--- config.mk ---
export PLATFORM = sky130hd
export DESIGN_NAME = mem_access_stage_flat
export DESIGN_NICKNAME = d
export VERILOG_FILES = /design/src/rtl/mem_access_stage_pkg.sv /design/src/rtl/mem_access_stage_if.sv /design/src/rtl/mem_access_stage_load_align.sv /design/src/rtl/mem_access_stage.sv /design/src/flat_wrapper.sv
export SDC_FILE = /design/constraint.sdc
export NUM_CORES = 1
export LEC_CHECK = 0
export ABC_AREA = 1
export BUFFER_PORTS_ARGS = -buffer_cell sky130_fd_sc_hd__buf_2
export CAP_MARGIN = 20
export CORE_UTILIZATION = 53
export DETAILED_ROUTE_END_ITERATION = 10
export PLACE_DENSITY = 0.84
export SLEW_MARGIN = 20
export SYNTH_ARGS = -nofsm -noshare
export SYNTH_HDL_FRONTEND = slang
export SYNTH_SLANG_ARGS = --single-unit
--- constraint.sdc ---
create_clock -name clk -period 2.45 [get_ports clk]
set_input_delay 0.245 -clock clk [delete_from_list [all_inputs] [get_ports clk]]
set_output_delay 0.245 -clock clk [all_outputs]
set_load 0.02 [all_outputs]
--- src/rtl/mem_access_stage_pkg.sv ---
// Shared types and constants for the MEM stage: FSM states, byte-enable codes
// and the store lane-replication helper.
package mem_stage_pkg;

  typedef enum logic [2:0] {
    IDLE   = 3'd0,
    REQ    = 3'd1,
    WAIT_R = 3'd2,
    DONE   = 3'd3,
    ERR    = 3'd4
  } state_e;

  localparam logic [3:0] BE_B0 = 4'b0001;
  localparam logic [3:0] BE_B1 = 4'b0010;
  localparam logic [3:0] BE_B2 = 4'b0100;
  localparam logic [3:0] BE_B3 = 4'b1000;
  localparam logic [3:0] BE_H0 = 4'b0011;
  localparam logic [3:0] BE_H1 = 4'b1100;
  localparam logic [3:0] BE_W  = 4'b1111;

  // link_rw_ level meaning "no SC result write"
  localparam logic READ_MODE = 1'b1;

  function automatic logic [31:0] store_replicate(input logic [31:0] wdata,
                                                  input logic [3:0]  be);
    logic [31:0] rep;
    case (be)
      BE_B0, BE_B1, BE_B2, BE_B3: rep = {4{wdata[7:0]}};
      BE_H0, BE_H1:               rep = {2{wdata[15:0]}};
      default:                    rep = wdata;
    endcase
    return rep;
  endfunction

endpackage

--- src/rtl/mem_access_stage_if.sv ---
// Data-memory req/gnt/rvalid bus between the MEM stage and the data memory.
interface mem_access_stage_if #(parameter int BITS = 32);

  logic            d_mem_req;
  logic            d_mem_we;
  logic [BITS-1:0] d_mem_addr;
  logic [BITS-1:0] d_mem_wdata;
  logic [3:0]      d_mem_be;
  logic            d_mem_gnt;
  logic            d_mem_rvalid;
  logic [BITS-1:0] d_mem_rdata_raw;

  modport master (
    output d_mem_req, d_mem_we, d_mem_addr, d_mem_wdata, d_mem_be,
    input  d_mem_gnt, d_mem_rvalid, d_mem_rdata_raw
  );

  modport slave (
    input  d_mem_req, d_mem_we, d_mem_addr, d_mem_wdata, d_mem_be,
    output d_mem_gnt, d_mem_rvalid, d_mem_rdata_raw
  );

endinterface

--- src/rtl/mem_access_stage_load_align.sv ---
// Selects the addressed byte/half lane of a raw memory word and extends it.
module load_align
  import mem_stage_pkg::*;
#(
  parameter int BITS = 32
) (
  input  logic [BITS-1:0] raw,
  input  logic [3:0]      byte_en,
  input  logic            load_signed,
  output logic [BITS-1:0] aligned
);

  logic [7:0]  byte_s;
  logic [15:0] half_s;
  logic [1:0]  kind_s;  // 0 = word, 1 = byte, 2 = half

  // Lane selection from the byte enables
  always_comb begin
    byte_s = raw[7:0];
    half_s = raw[15:0];
    kind_s = 2'd0;
    case (byte_en)
      BE_B0: begin byte_s = raw[7:0];   kind_s = 2'd1; end
      BE_B1: begin byte_s = raw[15:8];  kind_s = 2'd1; end
      BE_B2: begin byte_s = raw[23:16]; kind_s = 2'd1; end
      BE_B3: begin byte_s = raw[31:24]; kind_s = 2'd1; end
      BE_H0: begin half_s = raw[15:0];  kind_s = 2'd2; end
      BE_H1: begin half_s = raw[31:16]; kind_s = 2'd2; end
      default: kind_s = 2'd0;
    endcase
  end

  // Sign or zero extension of the selected lane
  always_comb begin
    case (kind_s)
      2'd1:    aligned = {{(BITS-8){load_signed & byte_s[7]}}, byte_s};
      2'd2:    aligned = {{(BITS-16){load_signed & half_s[15]}}, half_s};
      default: aligned = raw;
    endcase
  end

endmodule

--- src/rtl/mem_access_stage.sv ---
// MEM stage of the pipelined MIPS core: drives the data-memory handshake,
// stalls while an access is outstanding and implements the LL/SC link.
module mem_access_stage
  import mem_stage_pkg::*;
#(
  parameter int BITS     = 32,
  parameter int MAX_WAIT = 15
) (
  input  logic                clk,
  input  logic                rst,
  input  logic                valid_s4,
  input  logic                sel_mem_s4,
  input  logic                mem_we_s4,
  input  logic                atomic_s4,
  input  logic                load_signed_s4,
  input  logic [BITS-1:0]     alu_out_s4,
  input  logic [BITS-1:0]     wdata_s4,
  input  logic [3:0]          byte_en_s4,
  mem_access_stage_if.master  dmem,
  output logic [BITS-1:0]     d_mem_rdata,
  output logic                link_rw_,
  output logic                stall_mem,
  output logic                mem_err
);

  localparam int CW = $clog2(MAX_WAIT + 1);
  localparam logic [CW-1:0] WAIT_LIMIT = CW'(MAX_WAIT);

  state_e          state_q, state_d;
  logic            req_q, req_d;
  logic            we_q, we_d;
  logic [BITS-1:0] addr_q, addr_d;
  logic [BITS-1:0] wdata_q, wdata_d;
  logic [3:0]      be_q, be_d;
  logic [BITS-1:0] rdata_q, rdata_d;
  logic            link_rw_q, link_rw_d;
  logic            err_q, err_d;
  logic [CW-1:0]   cnt_q, cnt_d;
  logic            link_valid_q, link_valid_d;
  logic [BITS-3:0] link_addr_q, link_addr_d;
  logic            signed_q, signed_d;
  logic            atomic_q, atomic_d;

  logic            mem_access_s;
  logic            sc_s;
  logic            link_hit_s;
  logic            link_match_q_s;
  logic            timeout_s;
  logic [BITS-1:0] aligned_s;

  assign mem_access_s   = valid_s4 & sel_mem_s4;
  assign sc_s           = mem_access_s & mem_we_s4 & atomic_s4;
  assign link_hit_s     = link_valid_q & (link_addr_q == alu_out_s4[BITS-1:2]);
  assign link_match_q_s = link_valid_q & (link_addr_q == addr_q[BITS-1:2]);
  assign timeout_s      = (cnt_q == WAIT_LIMIT);

  load_align #(.BITS(BITS)) u_load_align (
    .raw         (dmem.d_mem_rdata_raw),
    .byte_en     (be_q),
    .load_signed (signed_q),
    .aligned     (aligned_s)
  );

  // Next-state and next-output computation for the access FSM
  always_comb begin
    state_d      = state_q;
    req_d        = req_q;
    we_d         = we_q;
    addr_d       = addr_q;
    wdata_d      = wdata_q;
    be_d         = be_q;
    rdata_d      = rdata_q;
    link_rw_d    = link_rw_q;
    err_d        = err_q;
    cnt_d        = cnt_q;
    link_valid_d = link_valid_q;
    link_addr_d  = link_addr_q;
    signed_d     = signed_q;
    atomic_d     = atomic_q;

    case (state_q)
      IDLE: begin
        rdata_d   = {BITS{1'b0}};
        link_rw_d = READ_MODE;
        if (mem_access_s) begin
          if (sc_s) begin
            link_valid_d = 1'b0;
          end else begin
            link_valid_d = link_valid_q;
          end
          if (sc_s && !link_hit_s) begin
            state_d   = DONE;
            link_rw_d = 1'b0;
          end else begin
            state_d  = REQ;
            req_d    = 1'b1;
            we_d     = mem_we_s4;
            addr_d   = {alu_out_s4[BITS-1:2], 2'b00};
            wdata_d  = store_replicate(wdata_s4, byte_en_s4);
            be_d     = byte_en_s4;
            signed_d = load_signed_s4;
            atomic_d = atomic_s4;
            cnt_d    = {CW{1'b0}};
          end
        end else begin
          state_d = IDLE;
        end
      end

      REQ: begin
        if (dmem.d_mem_gnt && (we_q || dmem.d_mem_rvalid)) begin
          state_d = DONE;
          req_d   = 1'b0;
          if (we_q && atomic_q) begin
            rdata_d   = {{(BITS-1){1'b0}}, 1'b1};
            link_rw_d = 1'b0;
          end else if (we_q) begin
            link_rw_d = READ_MODE;
            if (link_match_q_s) begin
              link_valid_d = 1'b0;
            end else begin
              link_valid_d = link_valid_q;
            end
          end else begin
            rdata_d   = aligned_s;
            link_rw_d = READ_MODE;
            if (atomic_q) begin
              link_valid_d = 1'b1;
              link_addr_d  = addr_q[BITS-1:2];
            end else begin
              link_valid_d = link_valid_q;
            end
          end
        end else if (timeout_s) begin
          state_d = ERR;
          req_d   = 1'b0;
          err_d   = 1'b1;
        end else if (dmem.d_mem_gnt) begin
          state_d = WAIT_R;
          req_d   = 1'b0;
          cnt_d   = cnt_q + CW'(1);
        end else begin
          cnt_d = cnt_q + CW'(1);
        end
      end

      WAIT_R: begin
        if (dmem.d_mem_rvalid) begin
          state_d   = DONE;
          rdata_d   = aligned_s;
          link_rw_d = READ_MODE;
          if (atomic_q) begin
            link_valid_d = 1'b1;
            link_addr_d  = addr_q[BITS-1:2];
          end else begin
            link_valid_d = link_valid_q;
          end
        end else if (timeout_s) begin
          state_d = ERR;
          err_d   = 1'b1;
        end else begin
          cnt_d = cnt_q + CW'(1);
        end
      end

      DONE: begin
        state_d   = IDLE;
        rdata_d   = {BITS{1'b0}};
        link_rw_d = READ_MODE;
      end

      ERR: begin
        state_d = ERR;
        req_d   = 1'b0;
        err_d   = 1'b1;
      end

      default: begin
        state_d = IDLE;
        req_d   = 1'b0;
      end
    endcase
  end

  // State and output registers with synchronous reset
  always_ff @(posedge clk) begin
    if (rst) begin
      state_q      <= IDLE;
      req_q        <= 1'b0;
      we_q         <= 1'b0;
      addr_q       <= {BITS{1'b0}};
      wdata_q      <= {BITS{1'b0}};
      be_q         <= BE_W;
      rdata_q      <= {BITS{1'b0}};
      link_rw_q    <= READ_MODE;
      err_q        <= 1'b0;
      cnt_q        <= {CW{1'b0}};
      link_valid_q <= 1'b0;
      link_addr_q  <= {(BITS-2){1'b0}};
      signed_q     <= 1'b0;
      atomic_q     <= 1'b0;
    end else begin
      state_q      <= state_d;
      req_q        <= req_d;
      we_q         <= we_d;
      addr_q       <= addr_d;
      wdata_q      <= wdata_d;
      be_q         <= be_d;
      rdata_q      <= rdata_d;
      link_rw_q    <= link_rw_d;
      err_q        <= err_d;
      cnt_q        <= cnt_d;
      link_valid_q <= link_valid_d;
      link_addr_q  <= link_addr_d;
      signed_q     <= signed_d;
      atomic_q     <= atomic_d;
    end
  end

  // Stall covers the issuing IDLE cycle so stage 4 holds before REQ is entered
  always_comb begin
    case (state_q)
      REQ, WAIT_R, ERR: stall_mem = 1'b1;
      IDLE:             stall_mem = mem_access_s;
      default:          stall_mem = 1'b0;
    endcase
  end

  assign dmem.d_mem_req   = req_q;
  assign dmem.d_mem_we    = we_q;
  assign dmem.d_mem_addr  = addr_q;
  assign dmem.d_mem_wdata = wdata_q;
  assign dmem.d_mem_be    = be_q;
  assign d_mem_rdata      = rdata_q;
  assign link_rw_         = link_rw_q;
  assign mem_err          = err_q;

endmodule
--- src/flat_wrapper.sv ---
// flat-port wrapper written by rule: the top's interface ports become plain ports
module mem_access_stage_flat import mem_stage_pkg::*;
#(
  parameter int BITS     = 32,
  parameter int MAX_WAIT = 15
)
  (clk, rst, valid_s4, sel_mem_s4, mem_we_s4, atomic_s4, load_signed_s4, alu_out_s4, wdata_s4, byte_en_s4, d_mem_rdata, link_rw_, stall_mem, mem_err, dmem_d_mem_req, dmem_d_mem_we, dmem_d_mem_addr, dmem_d_mem_wdata, dmem_d_mem_be, dmem_d_mem_gnt, dmem_d_mem_rvalid, dmem_d_mem_rdata_raw);
  mem_access_stage_if #(.BITS(BITS)) dmem_i ();
  input  logic clk;
  input  logic rst;
  input  logic valid_s4;
  input  logic sel_mem_s4;
  input  logic mem_we_s4;
  input  logic atomic_s4;
  input  logic load_signed_s4;
  input  logic [BITS-1:0] alu_out_s4;
  input  logic [BITS-1:0] wdata_s4;
  input  logic [3:0] byte_en_s4;
  output logic [BITS-1:0] d_mem_rdata;
  output logic link_rw_;
  output logic stall_mem;
  output logic mem_err;
  output wire logic [$bits(dmem_i.d_mem_req)-1:0] dmem_d_mem_req;
  output wire logic [$bits(dmem_i.d_mem_we)-1:0] dmem_d_mem_we;
  output wire logic [$bits(dmem_i.d_mem_addr)-1:0] dmem_d_mem_addr;
  output wire logic [$bits(dmem_i.d_mem_wdata)-1:0] dmem_d_mem_wdata;
  output wire logic [$bits(dmem_i.d_mem_be)-1:0] dmem_d_mem_be;
  input wire logic [$bits(dmem_i.d_mem_gnt)-1:0] dmem_d_mem_gnt;
  input wire logic [$bits(dmem_i.d_mem_rvalid)-1:0] dmem_d_mem_rvalid;
  input wire logic [$bits(dmem_i.d_mem_rdata_raw)-1:0] dmem_d_mem_rdata_raw;
  assign dmem_d_mem_req = dmem_i.d_mem_req;
  assign dmem_d_mem_we = dmem_i.d_mem_we;
  assign dmem_d_mem_addr = dmem_i.d_mem_addr;
  assign dmem_d_mem_wdata = dmem_i.d_mem_wdata;
  assign dmem_d_mem_be = dmem_i.d_mem_be;
  assign dmem_i.d_mem_gnt = dmem_d_mem_gnt;
  assign dmem_i.d_mem_rvalid = dmem_d_mem_rvalid;
  assign dmem_i.d_mem_rdata_raw = dmem_d_mem_rdata_raw;
  mem_access_stage #(.BITS(BITS), .MAX_WAIT(MAX_WAIT)) u_core (.clk(clk), .rst(rst), .valid_s4(valid_s4), .sel_mem_s4(sel_mem_s4), .mem_we_s4(mem_we_s4), .atomic_s4(atomic_s4), .load_signed_s4(load_signed_s4), .alu_out_s4(alu_out_s4), .wdata_s4(wdata_s4), .byte_en_s4(byte_en_s4), .dmem(dmem_i), .d_mem_rdata(d_mem_rdata), .link_rw_(link_rw_), .stall_mem(stall_mem), .mem_err(mem_err));
endmodule
==> run metrics <==
Reg-to-Reg Start=u_core.dmem.d_mem_be[2]; Routability Congestion=0.923; Max Cap Viol=0; CTS tree=yes; Die Area=14,900 um^2; clock latency on the worst-skew pair=420 ps; crit path launch type=register; via count=8,333; Synth Warn #=0; Synth cell types=39; Total GRT Usage=0.291; largest net degree at the start of global routing=74; fin crit period=2120 ps; fmax=0.472 GHz; Core ar.=14,000 um^2; hold wc startpoint=byte_en_s4[1]; status=finished, final reports clean; # DRC=0; CTS-repair resized insts=0; clk sink count=142; leak pwr=0.00454 uW; slew of the pin with the lowest slew margin=552 ps; share of layout cells above drive strength 1=0.207; HPWL after DPL=15,400 um; Hold WC Path Type=in -> reg; row cnt=43; cell area after synthesis=7630 um^2; slack of the critical path=333 ps; Clock Skews=6.27 ps; setup TNS=0 ps; flop2flop setup slack=330 ps; Slowest-stage cell, CP=dfxtp_1; via/cell ratio=5.33; Cells after Synth=1,184; chip width=122 um; VDD IR max=448 uV; number of I/O port buffers=209; drt wl/cell=13.7 um; post-CTS setup buffer count=0; GR Overflow Total=0; total power=7200 uW; Endpoint, Worst Hold=u_core.dmem.d_mem_be[1]; Clk pin slew, worst setup/hold paths=60 ps; post-synthesis sequential area ratio=0.373; cell count after placement=1,533; antenna viol nets, final=0; initial core utilization=0.545; register bit total from synthesis=142; Crit path arrival time=2420 ps; Nets=1,484; reg2reg end=u_core.d_mem_rdata[23]; Cell Pwr Density=767 nW/um^2; Slew HR=0.632; critical-path cell list=nor2_1, nand3_2, nand3_1, inv_1, nand2_1, nand4_4, nand3_2, nand2_1, a21oi_1; quantity of hold-fixing buffers added after cts=0; Post-Layout Cell Count=1,564; Routed WL=21,500 um; Area growth, synth to finish=23.0%; CP top delay family=simple AND/OR/NAND/NOR gates; IO Count=214; Crit. End Element=register; Crit Path Category=reg -> reg; CTS root buf=clkbuf_16; Final Max Slew Viols=0; total CTS buffers=17; CP max FO=15; Max clock buf depth=2; CP max stage delay=420 ps; Async SR Flop Fraction=0; initial antenna violation count=1; first-pass GRT wire length=34,400 um; CP required=2750 ps; RSZ-0062 raised after global routing=no; reg2reg path depth=9; worst slack at placement=369 ps; hold depth=3; antenna cells=0; initial DRC count=806; period utilization=0.864; syn_area_per_cell=6.44 um^2; DR pass1 iterations=5; vias in the first global route=7,315; overall die height=122 um; Final Setup Violations=0; Worst Path Buf+Inv=1; Final Hold Violating Endpoints=0; CTS H-tree depth=4; number of synthesized flops with an enable pin=0; Top FF cell, synth=dfxtp_1
-- layer usage --
| metal | GRT usage | part of all wire |
|---|---|---|
| met4 | 0.102 | 0.021 |
| met5 | 0 | 0.00056 |
| met3 | 0.0651 | 0.083 |
| met2 | 0.470 | 0.46 |
| met1 | 0.381 | 0.43 |
-- layout make-up --
class                      instances  area, um^2
clock inverter                     9         109
sequential                       142        2840
multi-input combinational        826        3910
fill                            1274        4610
clock buffer                      22         484
inverter                         158         596
timing repair buffer             227        1220
tap                              180         225
-- worst max-delay path by stage --
stage / start / to / cells past startpoint
after floorplan: u_core.dmem.d_mem_be[1] / u_core.d_mem_rdata[7] / 11
after global placement: u_core.dmem.d_mem_be[2] / u_core.d_mem_rdata[19] / 9
after detailed placement: u_core.dmem.d_mem_be[2] / u_core.d_mem_rdata[23] / 9
after CTS: u_core.dmem.d_mem_be[2] / u_core.d_mem_rdata[23] / 9
after global routing: u_core.dmem.d_mem_be[1] / u_core.d_mem_rdata[7] / 11
final: u_core.dmem.d_mem_be[2] / u_core.d_mem_rdata[23] / 9
-- synthesized netlist by cell type (12+ instances only) --
library cell	number	area (um^2)
nor2_1	136	510
inv_1	147	552
o211ai_1	12	90.1
o21ai_0	98	490
nand4_1	14	87.6
dfxtp_1	142	2840
nand2_1	265	995
a21oi_1	133	666
o21ai_1	37	185
clkbuf_1	34	128
nand3_1	59	295
-- cell usage in the layout, fill, tap and decap left out, drive strengths merged, types with 3 or more instances in the layout --
cell type	count
o211ai	12
clkbuf	22
xor2	11
nor3	9
buf	227
clkinvlp	4
a21oi	133
a31oi	10
or2	5
nand3	62
ha	3
nand2	268
inv	159
o22ai	5
dfxtp	142
nand4	15
o21ai	136
nor2	140
xnor2	11
-- worst min-delay path: stages --
cell,delay [ps]
buf_2,100
nand2_1,50
o211ai_1,60
-- registers in the layout, summed over array words and instances (netlist names) --
name	cells
u_core.dmem.d_mem_req	1
u_core.dmem.d_mem_wdata	32
u_core.signed_q	1
u_core.link_valid_q	1
u_core.dmem.d_mem_we	1
u_core.d_mem_rdata	32
u_core.cnt_q	4
u_core.mem_err	1
u_core.link_rw_	1
u_core.dmem.d_mem_addr	30
u_core.state_q	3
u_core.dmem.d_mem_be	4
u_core.atomic_q	1
u_core.link_addr_q	30
-- stage by stage --
step	hold slack (ps)	instance area, um^2	utilization
floorplan	375	7630	-
global placement	435	8790	0.628
detailed placement	446	8790	0.628
CTS	62.1	9380	0.671
global route	81.0	9380	0.671
finish	76.2	9380	0.671
-- cells by family (layout without fill, tap and decap cells) --
group           after synthesis  in the layout  share of synthesized area
buf+inv                     217            416                      0.116
xor+xnor                     22             22                     0.0253
simple gates                501            501                      0.277
other cells                   1              2                   0.000491
flops                       142            142                      0.373
compound gates              298            298                      0.204
fa+ha+maj                     3              3                    0.00492
-- where the power goes --
group          total, uW  internal, uW  switching (uW)
combinational       1850           640            1210
clock               2590          1600             992
sequential          2750          2570             185
No activity file was read; power rests on OpenSTA's default activity.
